**config.mk**
```make
export PLATFORM = sky130hd
export DESIGN_NAME = wb_port_arbiter
export DESIGN_NICKNAME = d
export VERILOG_FILES = /design/src/rtl/wb_port_arbiter_pkg.sv /design/src/rtl/wb_arb_fifo.sv /design/src/rtl/wb_port_arbiter.sv
export SDC_FILE = /design/constraint.sdc
export NUM_CORES = 1
export LEC_CHECK = 0
export BUFFER_PORTS_ARGS = -buffer_cell sky130_fd_sc_hd__clkbuf_2
export CORE_ASPECT_RATIO = 1.2
export CORE_MARGIN = 5
export CORE_UTILIZATION = 55
export CTS_CLUSTER_SIZE = 10
export DETAILED_ROUTE_END_ITERATION = 12
export GPL_TIMING_DRIVEN = 0
export HOLD_SLACK_MARGIN = 0.1
export PLACE_DENSITY = 0.76
export SYNTH_ARGS = -nofsm -noshare
export SYNTH_HDL_FRONTEND = slang
export SYNTH_SLANG_ARGS = --single-unit
```
**constraint.sdc**
```tcl
create_clock -name clk -period 8.7 [get_ports clk]
set_input_delay 0.435 -clock clk [delete_from_list [all_inputs] [get_ports clk]]
set_output_delay 0.435 -clock clk [all_outputs]
set_load 0.01 [all_outputs]
```
**src/rtl/wb_port_arbiter_pkg.sv**
```systemverilog
// Shared types for the write-back port arbiter and the FU cluster around it.
// fu_output_t and completion_port_t are the cluster-wide result and ROB
// completion formats; the arbiter passes them through untouched.
package wb_port_arbiter_pkg;

    localparam int unsigned XLEN             = 32;
    localparam int unsigned ROB_ID_W         = 6;
    localparam int unsigned EX_CAUSE_W       = 5;

    // Number of functional units that share one write-back port by default.
    localparam int unsigned NR_WB_SHARED_REQ = 3;

    typedef logic [NR_WB_SHARED_REQ-1:0] wb_req_bitvector_t;

    // Result produced by a functional unit.
    typedef struct packed {
        logic [ROB_ID_W-1:0]   id;
        logic [XLEN-1:0]       result;
        logic                  ex_valid;
        logic [EX_CAUSE_W-1:0] ex_cause;
    } fu_output_t;

    // Completion notification towards the ROB.
    typedef struct packed {
        logic                valid;
        logic [ROB_ID_W-1:0] id;
    } completion_port_t;

    // Round-robin successor of index g among n requesters.
    function automatic int unsigned rr_next(input int unsigned g, input int unsigned n);
        return ((g + 1) >= n) ? 0 : (g + 1);
    endfunction

endpackage

```
**src/rtl/wb_arb_fifo.sv**
```systemverilog
// Small per-requester result FIFO. Registered occupancy count, naturally
// wrapping read/write pointers, synchronous flush that drops everything
// including a push presented in the same cycle. No pass-through: data
// written in one cycle is visible at the head from the next cycle on.
module wb_arb_fifo #(
    parameter int unsigned DEPTH = 2,
    parameter type         T     = logic [7:0]
) (
    input  logic                         clk,
    input  logic                         rstn,
    input  logic                         flush,
    input  logic                         push,
    input  T                             din,
    input  logic                         pop,
    output T                             head,
    output logic                         empty,
    output logic [$clog2(DEPTH+1)-1:0]   count
);

    localparam int unsigned PTR_W = $clog2(DEPTH);
    localparam int unsigned CNT_W = $clog2(DEPTH + 1);

    T                 mem [DEPTH];
    logic [PTR_W-1:0] wptr_q;
    logic [PTR_W-1:0] rptr_q;
    logic [CNT_W-1:0] cnt_q;

    // Pointer and occupancy bookkeeping; reset and flush both empty the FIFO.
    always_ff @(posedge clk) begin
        if (!rstn || flush) begin
            wptr_q <= '0;
            rptr_q <= '0;
            cnt_q  <= '0;
        end else begin
            if (push) begin
                wptr_q <= wptr_q + PTR_W'(1);
            end
            if (pop) begin
                rptr_q <= rptr_q + PTR_W'(1);
            end
            case ({push, pop})
                2'b10:   cnt_q <= cnt_q + CNT_W'(1);
                2'b01:   cnt_q <= cnt_q - CNT_W'(1);
                default: cnt_q <= cnt_q;
            endcase
        end
    end

    // Storage array; contents are only meaningful below the count, so no reset.
    always_ff @(posedge clk) begin
        if (push) begin
            mem[wptr_q] <= din;
        end
    end

    assign head  = mem[rptr_q];
    assign empty = (cnt_q == '0);
    assign count = cnt_q;

    // The producer may only push when there is room.
    a_no_push_when_full : assert property (@(posedge clk) disable iff (!rstn)
        !(push && (cnt_q == CNT_W'(DEPTH))));

    // The arbiter never grants an empty FIFO.
    a_no_pop_when_empty : assert property (@(posedge clk) disable iff (!rstn)
        !(pop && (cnt_q == '0)));

endmodule

```
**src/rtl/wb_port_arbiter.sv**
```systemverilog
// Shares one write-back / ROB completion port between NR_REQ functional
// units. Every FU feeds a small FIFO; a round-robin arbiter drains at most one
// result per cycle into a registered output stage.
//
// Handshake: on each FU input a result transfers on a rising edge where
// req_valid_i[i] and req_ready_o[i] are both high. req_ready_o depends only on
// registered state, never on req_valid_i. An FU that sees valid without ready
// must hold its payload stable until the transfer. The shared output has no
// ready: wb_valid_o marks a one-cycle result that the consumer must take.
module wb_port_arbiter
    import wb_port_arbiter_pkg::*;
#(
    parameter int unsigned NR_REQ = NR_WB_SHARED_REQ,
    parameter int unsigned DEPTH  = 2
) (
    input  logic                 clk,
    input  logic                 rstn,
    input  fu_output_t           req_data_i [NR_REQ],
    input  logic [NR_REQ-1:0]    req_valid_i,
    output logic [NR_REQ-1:0]    req_ready_o,
    input  logic                 flush_i,
    output fu_output_t           wb_o,
    output logic                 wb_valid_o,
    output completion_port_t     compl_o
);

    localparam int unsigned PTR_W = $clog2(NR_REQ);
    localparam int unsigned CNT_W = $clog2(DEPTH + 1);

    // High from the first clock edge after reset release; keeps the inputs
    // not-ready while reset is asserted.
    logic               active_q;

    logic [PTR_W-1:0]   rr_ptr_q;

    logic [NR_REQ-1:0]  push;
    logic [NR_REQ-1:0]  pop;
    logic [NR_REQ-1:0]  fifo_empty;
    logic [CNT_W-1:0]   fifo_count [NR_REQ];
    fu_output_t         fifo_head  [NR_REQ];

    logic               grant_valid;
    logic [PTR_W-1:0]   grant_idx;
    fu_output_t         grant_data;

    fu_output_t         wb_q;
    logic               wb_valid_q;

    // Track whether the block has left reset.
    always_ff @(posedge clk) begin
        if (!rstn) begin
            active_q <= 1'b0;
        end else begin
            active_q <= 1'b1;
        end
    end

    // Ready per FU: room in its FIFO, judged from the registered count only.
    always_comb begin
        req_ready_o = '0;
        for (int i = 0; i < int'(NR_REQ); i++) begin
            req_ready_o[i] = active_q && (fifo_count[i] != CNT_W'(DEPTH));
        end
    end

    assign push = req_valid_i & req_ready_o;

    for (genvar i = 0; i < NR_REQ; i++) begin : g_fifo
        wb_arb_fifo #(
            .DEPTH (DEPTH),
            .T     (fu_output_t)
        ) u_fifo (
            .clk   (clk),
            .rstn  (rstn),
            .flush (flush_i),
            .push  (push[i]),
            .din   (req_data_i[i]),
            .pop   (pop[i]),
            .head  (fifo_head[i]),
            .empty (fifo_empty[i]),
            .count (fifo_count[i])
        );
    end

    // Round-robin search over non-empty FIFOs starting at the pointer;
    // nothing is granted in a flush cycle.
    always_comb begin
        int unsigned idx;
        idx         = 0;
        grant_valid = 1'b0;
        grant_idx   = '0;
        grant_data  = '0;
        for (int unsigned k = 0; k < NR_REQ; k++) begin
            idx = 32'(rr_ptr_q) + k;
            if (idx >= NR_REQ) begin
                idx = idx - NR_REQ;
            end
            if (!grant_valid && !fifo_empty[PTR_W'(idx)]) begin
                grant_valid = 1'b1;
                grant_idx   = PTR_W'(idx);
                grant_data  = fifo_head[PTR_W'(idx)];
            end
        end
        if (flush_i) begin
            grant_valid = 1'b0;
        end
    end

    // A grant always pops: the shared port cannot stall.
    always_comb begin
        pop = '0;
        if (grant_valid) begin
            pop[grant_idx] = 1'b1;
        end
    end

    // Advance the pointer past the winner; hold it when nothing is granted.
    // A flush leaves the pointer alone.
    always_ff @(posedge clk) begin
        if (!rstn) begin
            rr_ptr_q <= '0;
        end else if (grant_valid) begin
            rr_ptr_q <= PTR_W'(rr_next(32'(grant_idx), NR_REQ));
        end
    end

    // Output register; the payload holds its last value while not valid.
    always_ff @(posedge clk) begin
        if (!rstn) begin
            wb_q       <= '0;
            wb_valid_q <= 1'b0;
        end else begin
            wb_valid_q <= grant_valid;
            if (grant_valid) begin
                wb_q <= grant_data;
            end
        end
    end

    assign wb_o       = wb_q;
    assign wb_valid_o = wb_valid_q;

    // ROB completion mirrors the output register.
    always_comb begin
        compl_o       = '0;
        compl_o.valid = wb_valid_q;
        compl_o.id    = wb_q.id;
    end

    a_single_grant : assert property (@(posedge clk) disable iff (!rstn)
        $onehot0(pop));

    a_ptr_in_range : assert property (@(posedge clk) disable iff (!rstn)
        (32'(rr_ptr_q) < NR_REQ));

endmodule

```
# Yosys cells after proc, flatten, opt, wreduce, memory -nomap -nowiden
# Memories as Yosys holds them, arrays and structs flattened. A register that Yosys moved wholly into a read port is not among the register bits.
# Index checks and enable logic that the tools add are counted.
[totals]
input_bits = 138
elab_cells = 127
ram_bits = 264
regBits = 60
memories = 3
[mem_list]
columns = ["memory", "depth", "width", "rd", "rd_ports_with_merged_regs", "write_ports", "line", "text"]
rows = [
  ["g_fifo[0].u_fifo.mem", 2, 44, 1, 1, 1, "wb_arb_fifo.sv:23", "T mem [DEPTH];"],
  ["g_fifo[1].u_fifo.mem", 2, 44, 1, 1, 1, "wb_arb_fifo.sv:23", ""],
  ["g_fifo[2].u_fifo.mem", 2, 44, 1, 1, 1, "wb_arb_fifo.sv:23", ""],
]
[classes]
n_reduce_logical = 17
n_addsub = 18
muxes = 48
bitwise_logic = 4
order_cmp = 12
n_eq_ne = 9
[op_table]
columns = ["cell", "n"]
rows = [
  ["2-to-1 mux 44 bit", 9],
  ["binary-select mux 44 bit (select 2 bit)", 3],
  ["2-to-1 mux 1 bit", 21],
  ["2-to-1 mux 2 bit", 7],
  ["less-than comparator 2 x 3 -> 1 bit, second input constant", 4],
  ["one-hot mux 2 bit (2 select lines)", 3],
  ["greater-or-equal comparator 3 x 2 -> 1 bit, second input constant", 3],
  ["greater-or-equal comparator 3 bit, second input constant", 3],
  ["NOT 2 -> 3 bit", 3],
  ["adder 1 bit, second input constant", 6],
  ["adder 2 x 1 -> 2 bit, second input constant", 3],
  ["adder 2 x 1 -> 3 bit, second input constant", 2],
  ["binary-select mux 1 bit (select 2 bit)", 3],
  ["== test 2 x 1 -> 1 bit, second input constant", 3],
  ["== test 2 bit, second input constant", 3],
  ["logical AND 1 bit", 6],
  ["logical NOT 2 bit", 3],
  ["!= test 2 bit, second input constant", 3],
  ["nonzero test 2 bit", 3],
  ["subtractor 2 x 1 -> 2 bit, second input constant", 3],
  ["subtractor 2 bit, second input constant", 3],
  ["logical NOT 1 bit", 4],
  ["adder 2 x 2 -> 3 bit, second input constant", 1],
  ["AND 3 bit", 1],
  ["5 further kinds", 5],
]

# Depth between registers and ports, before layout
[logic_depth]
depth_word = 18
ltp_mapped = 12
mapped_depth_nobuf = 10

# Hierarchy
# Synthesis repeated with hierarchy kept, for this count alone.
[unflattened]
cells_unflattened = 1203
hier_area_um2 = 15507.4
[modules_own_cells]
columns = ["mod", "seq_area_each_um2", "cells_per_inst", "area_per_inst_um2", "instances"]
rows = [
  ["wb_arb_fifo", 2742.6, 159, 3365.7, 3],
  ["wb_port_arbiter", 960.9, 726, 5410.2, 1],
]

# Worst setup path after synthesis
# Ideal clock, no wire load.
[synth_path]
path_kind = "register to register"
start = "reg g_fifo[2].u_fifo.cnt_q[0]"
end = "mem g_fifo[2].u_fifo.mem[0][0] (netlist name) (enable)"
stages_incl_launch_ff = 6
n_path_buf = 1
slack_ns = 5.332
arrival_time_ns = 2.922
period_less_slack_ns = 3.368
path_cell_list = "dfxtp_1 -> buf_2 -> inv_1 -> a21boi_0 -> nand2_1 -> nor2_1"
[synth_between]
elab_chain_cells = 5
[synth_rtl]
columns = ["element", "line", "text"]
rows = [
  ["start, declared", "wb_arb_fifo.sv:26", "logic [CNT_W-1:0] cnt_q;"],
  ["start signal, assigned", "wb_arb_fifo.sv:42", "2'b10: cnt_q <= cnt_q + CNT_W'(1);"],
  ["start signal, assigned", "wb_arb_fifo.sv:43", "2'b01: cnt_q <= cnt_q - CNT_W'(1);"],
  ["start signal, assigned", "wb_arb_fifo.sv:44", "default: cnt_q <= cnt_q;"],
  ["!= test 2 bit", "wb_port_arbiter.sv:62", "req_ready_o[i] = active_q && (fifo_count[i] != CNT_W'(DEPTH));"],
  ["logical AND 1 bit", "wb_port_arbiter.sv:62", ""],
  ["net req_ready_o[2]", "wb_port_arbiter.sv:20", "output logic [NR_REQ-1:0] req_ready_o,"],
  ["AND 3 bit", "wb_port_arbiter.sv:66", "assign push = req_valid_i & req_ready_o;"],
  ["2-to-1 mux 1 bit", "wb_arb_fifo.sv:51", "if (push) begin"],
  ["2-to-1 mux 1 bit (implied by the code)", "wb_arb_fifo.sv:52", "mem[wptr_q] <= din;"],
  ["end, declared", "wb_arb_fifo.sv:23", ""],
]
# The timed path passes the listed nets, and every way through them passes these cells.

# Worst setup path after layout
[layout_path]
start = "reg rr_ptr_q[0]"
end = "reg g_fifo[1].u_fifo.cnt_q[1]"
[layout_between]
elab_chain_cells = 18
[layout_rtl]
columns = ["element", "line", "text"]
rows = [
  ["start, declared", "wb_port_arbiter.sv:34", "logic [PTR_W-1:0] rr_ptr_q;"],
  ["start signal, assigned", "wb_port_arbiter.sv:123", "rr_ptr_q <= PTR_W'(rr_next(32'(grant_idx), NR_REQ));"],
  ["adder 2 x 1 -> 3 bit", "wb_port_arbiter.sv:94", "idx = 32'(rr_ptr_q) + k;"],
  ["greater-or-equal comparator 3 x 2 -> 1 bit or subtractor 2 bit (tied branches)", "wb_port_arbiter.sv:95, wb_port_arbiter.sv:96", ""],
  ["2-to-1 mux 2 bit", "wb_port_arbiter.sv:95", "if (idx >= NR_REQ) begin"],
  ["binary-select mux 1 bit (select 2 bit)", "wb_port_arbiter.sv:98", "if (!grant_valid && !fifo_empty[PTR_W'(idx)]) begin"],
  ["2-to-1 mux 1 bit (implied by the code)", "wb_port_arbiter.sv:98", ""],
  ["logical NOT 1 bit", "wb_port_arbiter.sv:98", ""],
  ["logical AND 1 bit", "wb_port_arbiter.sv:98", ""],
  ["2-to-1 mux 1 bit", "wb_port_arbiter.sv:98", ""],
  ["[... 3 more ...]", "--", ""],
  ["less-than comparator 2 x 3 -> 1 bit (implied by the code) or greater-or-equal comparator 2 x 1 -> 1 bit (tied branches)", "wb_port_arbiter.sv:113", "pop[grant_idx] = 1'b1;"],
  ["logical AND 1 bit (implied by the code)", "wb_port_arbiter.sv:113", ""],
  ["2-to-1 mux 1 bit (implied by the code)", "wb_port_arbiter.sv:113", ""],
  ["demux 1 bit (select 2 bit)", "wb_port_arbiter.sv:113", ""],
  ["2-to-1 mux 3 bit *", "wb_port_arbiter.sv:112", "if (grant_valid) begin"],
  ["net g_fifo[1].u_fifo.pop", "wb_arb_fifo.sv:14", "input logic pop,"],
  ["== test 2 x 1 -> 1 bit or == test 2 bit (tied branches)", "wb_arb_fifo.sv:41", "case ({push, pop})"],
  ["one-hot mux 2 bit (2 select lines) or nonzero test 2 bit (tied branches)", "--", ""],
  ["end signal, assigned", "wb_arb_fifo.sv:42", ""],
  ["end signal, assigned", "wb_arb_fifo.sv:43", ""],
  ["end signal, assigned", "wb_arb_fifo.sv:44", ""],
  ["end, declared", "wb_arb_fifo.sv:26", ""],
]
# Mark *: on every way through the listed nets, which the timed path passes. The rest lies on a longest branch. The select of a mux whose other input is x is not followed.
# A chain may end at the register's enable or synchronous reset.

==> flow_metrics.py <==
metrics = {
    "global_routing": {
        "grt.total_usage_pct": 26.5,
        "use_met1_pct": 32.0,
        "busiest_layer": "met2",
        "gr-usage-met2_pct": 46.4,
        "grt_pass1_wl_um": 63800,
        "met3_usage_pct": 5.64,
        "antenna_found_initial": 4,
        "grt_start_max_net_pins": 28,
        "grt_pass1_vias": 11700,
        "overflow": 0,
    },
    "yosys": {
        "async_reset_ff_share_pct": 0,
        "yosysMostFrequentCell": "edfxtp_1",
        "synth_top_area_share_pct": 53.2,
        "syn-num-nets": 1396,
        "synth_cell_types": 54,
        "synth_edf_count": 264,
        "yosysWarnings": 0,
        "yosys.area.top_type": "edfxtp_1",
        "synthTopCellsByArea": "edfxtp_1, dfxtp_1, mux2i_1",
        "ys_ff_latch": 327,
        "synth_common_cells": "edfxtp_1, nor2_1, nand2_1",
        "syn_avg_cell_area_um2": 11.9,
        "synthCells": 1253,
        "ys_seq_area_share_pct": 61.7,
        "synth-main-ff-cell": "edfxtp_1",
        "syn_area_um2": 14900,
    },
    "worst_setup_path": {
        "r2r_start": "rr_ptr_q[0]",
        "path_class": "reg2reg",
        "critPathArrivalTime_ns": 3.59,
        "crit_chain": "inv_1 -> ha_1 -> buf_2 -> clkbuf_1 -> nor2_1 -> a21boi_0 -> o21ai_1 -> and3_1 -> ha_1 -> or3_1 -> a21oi_1",
        "critPathCaptureType": "register",
        "start_kind": "register",
        "crit_start": "rr_ptr_q[0]",
        "r2r-end": "g_fifo[1].u_fifo.count[1]",
        "slowest_stage": "clkbuf_1",
        "slowest_delay_ns": 0.41,
        "rrSetupSlack_ns": 5.55,
        "ff2ff_path_depth": 11,
        "cp.required_ns": 9.14,
        "crit_top_cell": "ha_1",
        "crit_path_max_fanout": 10,
    },
    "timing": {
        "whs_ns": 0.111,
        "tns_ns": 0,
        "fin_crit_sh_pct": 36.2,
        "setup_viol": 0,
        "slew_violations": 0,
        "fmax_mhz": 317,
        "worstMarginPinSlew_ns": 0.933,
        "grt_setup_unrepaired": "false",
        "hold_viol": 0,
        "clock_skew_ns": 0.0146,
        "slew_headroom_pct": 37.6,
        "min_period_ns": 3.15,
    },
    "layout": {
        "utilization_pct": 66.7,
        "syn_to_final_growth_pct": 20.7,
        "drive_gt1_share_pct": 23.2,
        "nNetsFinal": 1673,
        "layout.cells.non_filler": 1900,
    },
    "power": {
        "p_leak_uw": 0.00633,
        "max-vdd-ir-drop_uv": 199,
        "power_density_nw_per_um2": 269,
    },
    "floorplanning": {
        "die_area_um2": 30500,
        "fp.dieH_um": 190,
        "die_width_um": 160,
        "core_um2": 26900,
        "fp-row-count": 66,
        "pin_count": 193,
        "start_util_pct": 55.3,
    },
    "clocking": {
        "h-tree-depth": 2,
        "clockBufferDepth": 3,
        "cts_buffers": 38,
        "clk_pin_slew_ns": 0.06,
        "cts.sinks": 327,
        "worstSkewPairLatency_ns": 0.52,
        "cts_setup_buffers": 0,
        "cts_resized": 0,
        "cts_tree": "done",
        "root_buffer": "clkbuf_16",
    },
    "drt": {
        "drt-pass1-iter-count": 7,
        "antenna_left": 0,
        "routed_wl_um": 41700,
        "routedWlPerCell_um": 22.0,
        "remaining_drc_errors": 0,
        "num_vias": 11700,
        "routed_via_density": 6.18,
        "drtIter0Drc": 1681,
    },
    "worst_hold_path": {
        "min_from": "req_data_i[104]",
        "hold_path_depth": 1,
        "hold_path.class": "in2reg",
        "holdPathEnd": "g_fifo[0].u_fifo.mem[0][16]",
    },
    "place": {
        "dp_cells": 1791,
        "globalplace.congestion": 0.890,
        "place_hpwl_um": 28100,
        "portBuffers": 192,
    },
    "outcome": {
        "outcome": "finished clean",
    },
    "run": {
        "cap_violations": 0,
    },
}
==> through the flow <==
step / setup slack, ns / instance area (um^2) / total power [uW]
finish: 5.55 / 18000 / 4820
global route: 5.35 / 18000 / 5040
CTS: 5.61 / 17900 / 4800
detailed placement: 5.63 / 16400 / 3330
global placement: 3.73 / 16300 / 3290
floorplan: 5.33 / 14900 / 2860
==> layout by cell type (no fill, tap or decap), types with 24 or more instances in the layout <==
| cell | synthesis | routed |
|---|---|---|
| o21ai_0 | 70 | 70 |
| clkbuf_16 | 0 | 41 |
| dfxtp_1 | 63 | 63 |
| dlygate4sd3_1 | 0 | 39 |
| mux2i_1 | 88 | 88 |
| buf_2 | 26 | 26 |
| o22ai_1 | 42 | 42 |
| mux2_2 | 44 | 44 |
| nand3_1 | 24 | 24 |
| clkbuf_1 | 60 | 87 |
| nand2_1 | 97 | 97 |
| a21oi_1 | 90 | 90 |
| edfxtp_1 | 264 | 264 |
| clkbuf_2 | 0 | 192 |
| nor2_1 | 132 | 126 |
==> routing by layer <==
metal,vias to the layer above,wire length (um),share of wire (%)
met3,134,4220,10
met2,792,20900,50
li1,5302,-,-
met1,5506,14900,36
met4,4,1680,4.0
met5,-,22,0.053
==> cells by family (layout without fill, tap and decap cells) <==
| kind of cell | count (synthesis) | after routing | synth area share (%) |
|---|---|---|---|
| compound gates | 354 | 354 | 15.5 |
| flops | 327 | 327 | 61.7 |
| simple gates | 305 | 305 | 8.86 |
| mux | 132 | 132 | 9.24 |
| buf+inv | 118 | 424 | 3.60 |
| xor+xnor | 12 | 12 | 0.706 |
| fa+ha+maj | 5 | 5 | 0.420 |
| other cells | 0 | 1 | 0 |
==> what timing repair did <==
item / 4_1_cts / 5_1_grt
hold endpoints to repair: 64 / 9
hold buffers: 34 / 5
setup endpoints to repair: 0 / 0
==> flip-flops by register name, indices dropped and copies added, names as in the netlist, named ones only <==
register / count
wb_valid_o: 1
compl_o: 6
rr_ptr_q: 2
g_fifo.u_fifo.mem: 264
g_fifo.u_fifo.count: 6
wb_o: 38
active_q: 1
g_fifo.u_fifo.rptr_q: 3
g_fifo.u_fifo.wptr_q: 3
==> critical path, delay by kind of cell, from the launching register on <==
family | cells | cell delay (ns)
AND/OR/NAND/NOR | 3 | 0.80
buffers and inverters | 3 | 0.72
flip-flops | 1 | 0.33
AO/OA/AOI/OAI | 3 | 0.61
adder cells (fa/ha/maj) | 2 | 0.61
==> layout make-up <==
type	count	area, um^2
diodes	1	2.50
plain buffers	108	498
clock buffers	68	1130
clock inverters	1	3.75
fillers	2052	8960
inverters	10	37.5
multi-input cells	808	5210
flip-flops and latches	327	9190
well taps	340	425
repair buffers	237	1470
==> power breakdown <==
part / leakage [uW] / total (uW) / switching [uW] / internal [uW]
combinational: 0.00286 / 1510 / 969 / 544
sequential: 0.00294 / 1860 / 59.1 / 1800
clock: 0.000539 / 1460 / 585 / 871
==> worst max-delay path by stage <==
| stage | end | cells after the start | slack [ns] |
|---|---|---|---|
| global placement | g_fifo[0].u_fifo.mem[1][41] | 5 | 3.73 |
| detailed placement | g_fifo[1].u_fifo.count[1] | 11 | 5.63 |
| floorplan | g_fifo[2].u_fifo.mem[0][0] | 5 | 5.33 |
| CTS | g_fifo[1].u_fifo.count[1] | 11 | 5.61 |
| finish | g_fifo[1].u_fifo.count[1] | 11 | 5.55 |
| global route | g_fifo[1].u_fifo.count[1] | 11 | 5.35 |
Note: power is estimated with default switching activity, not from simulation.
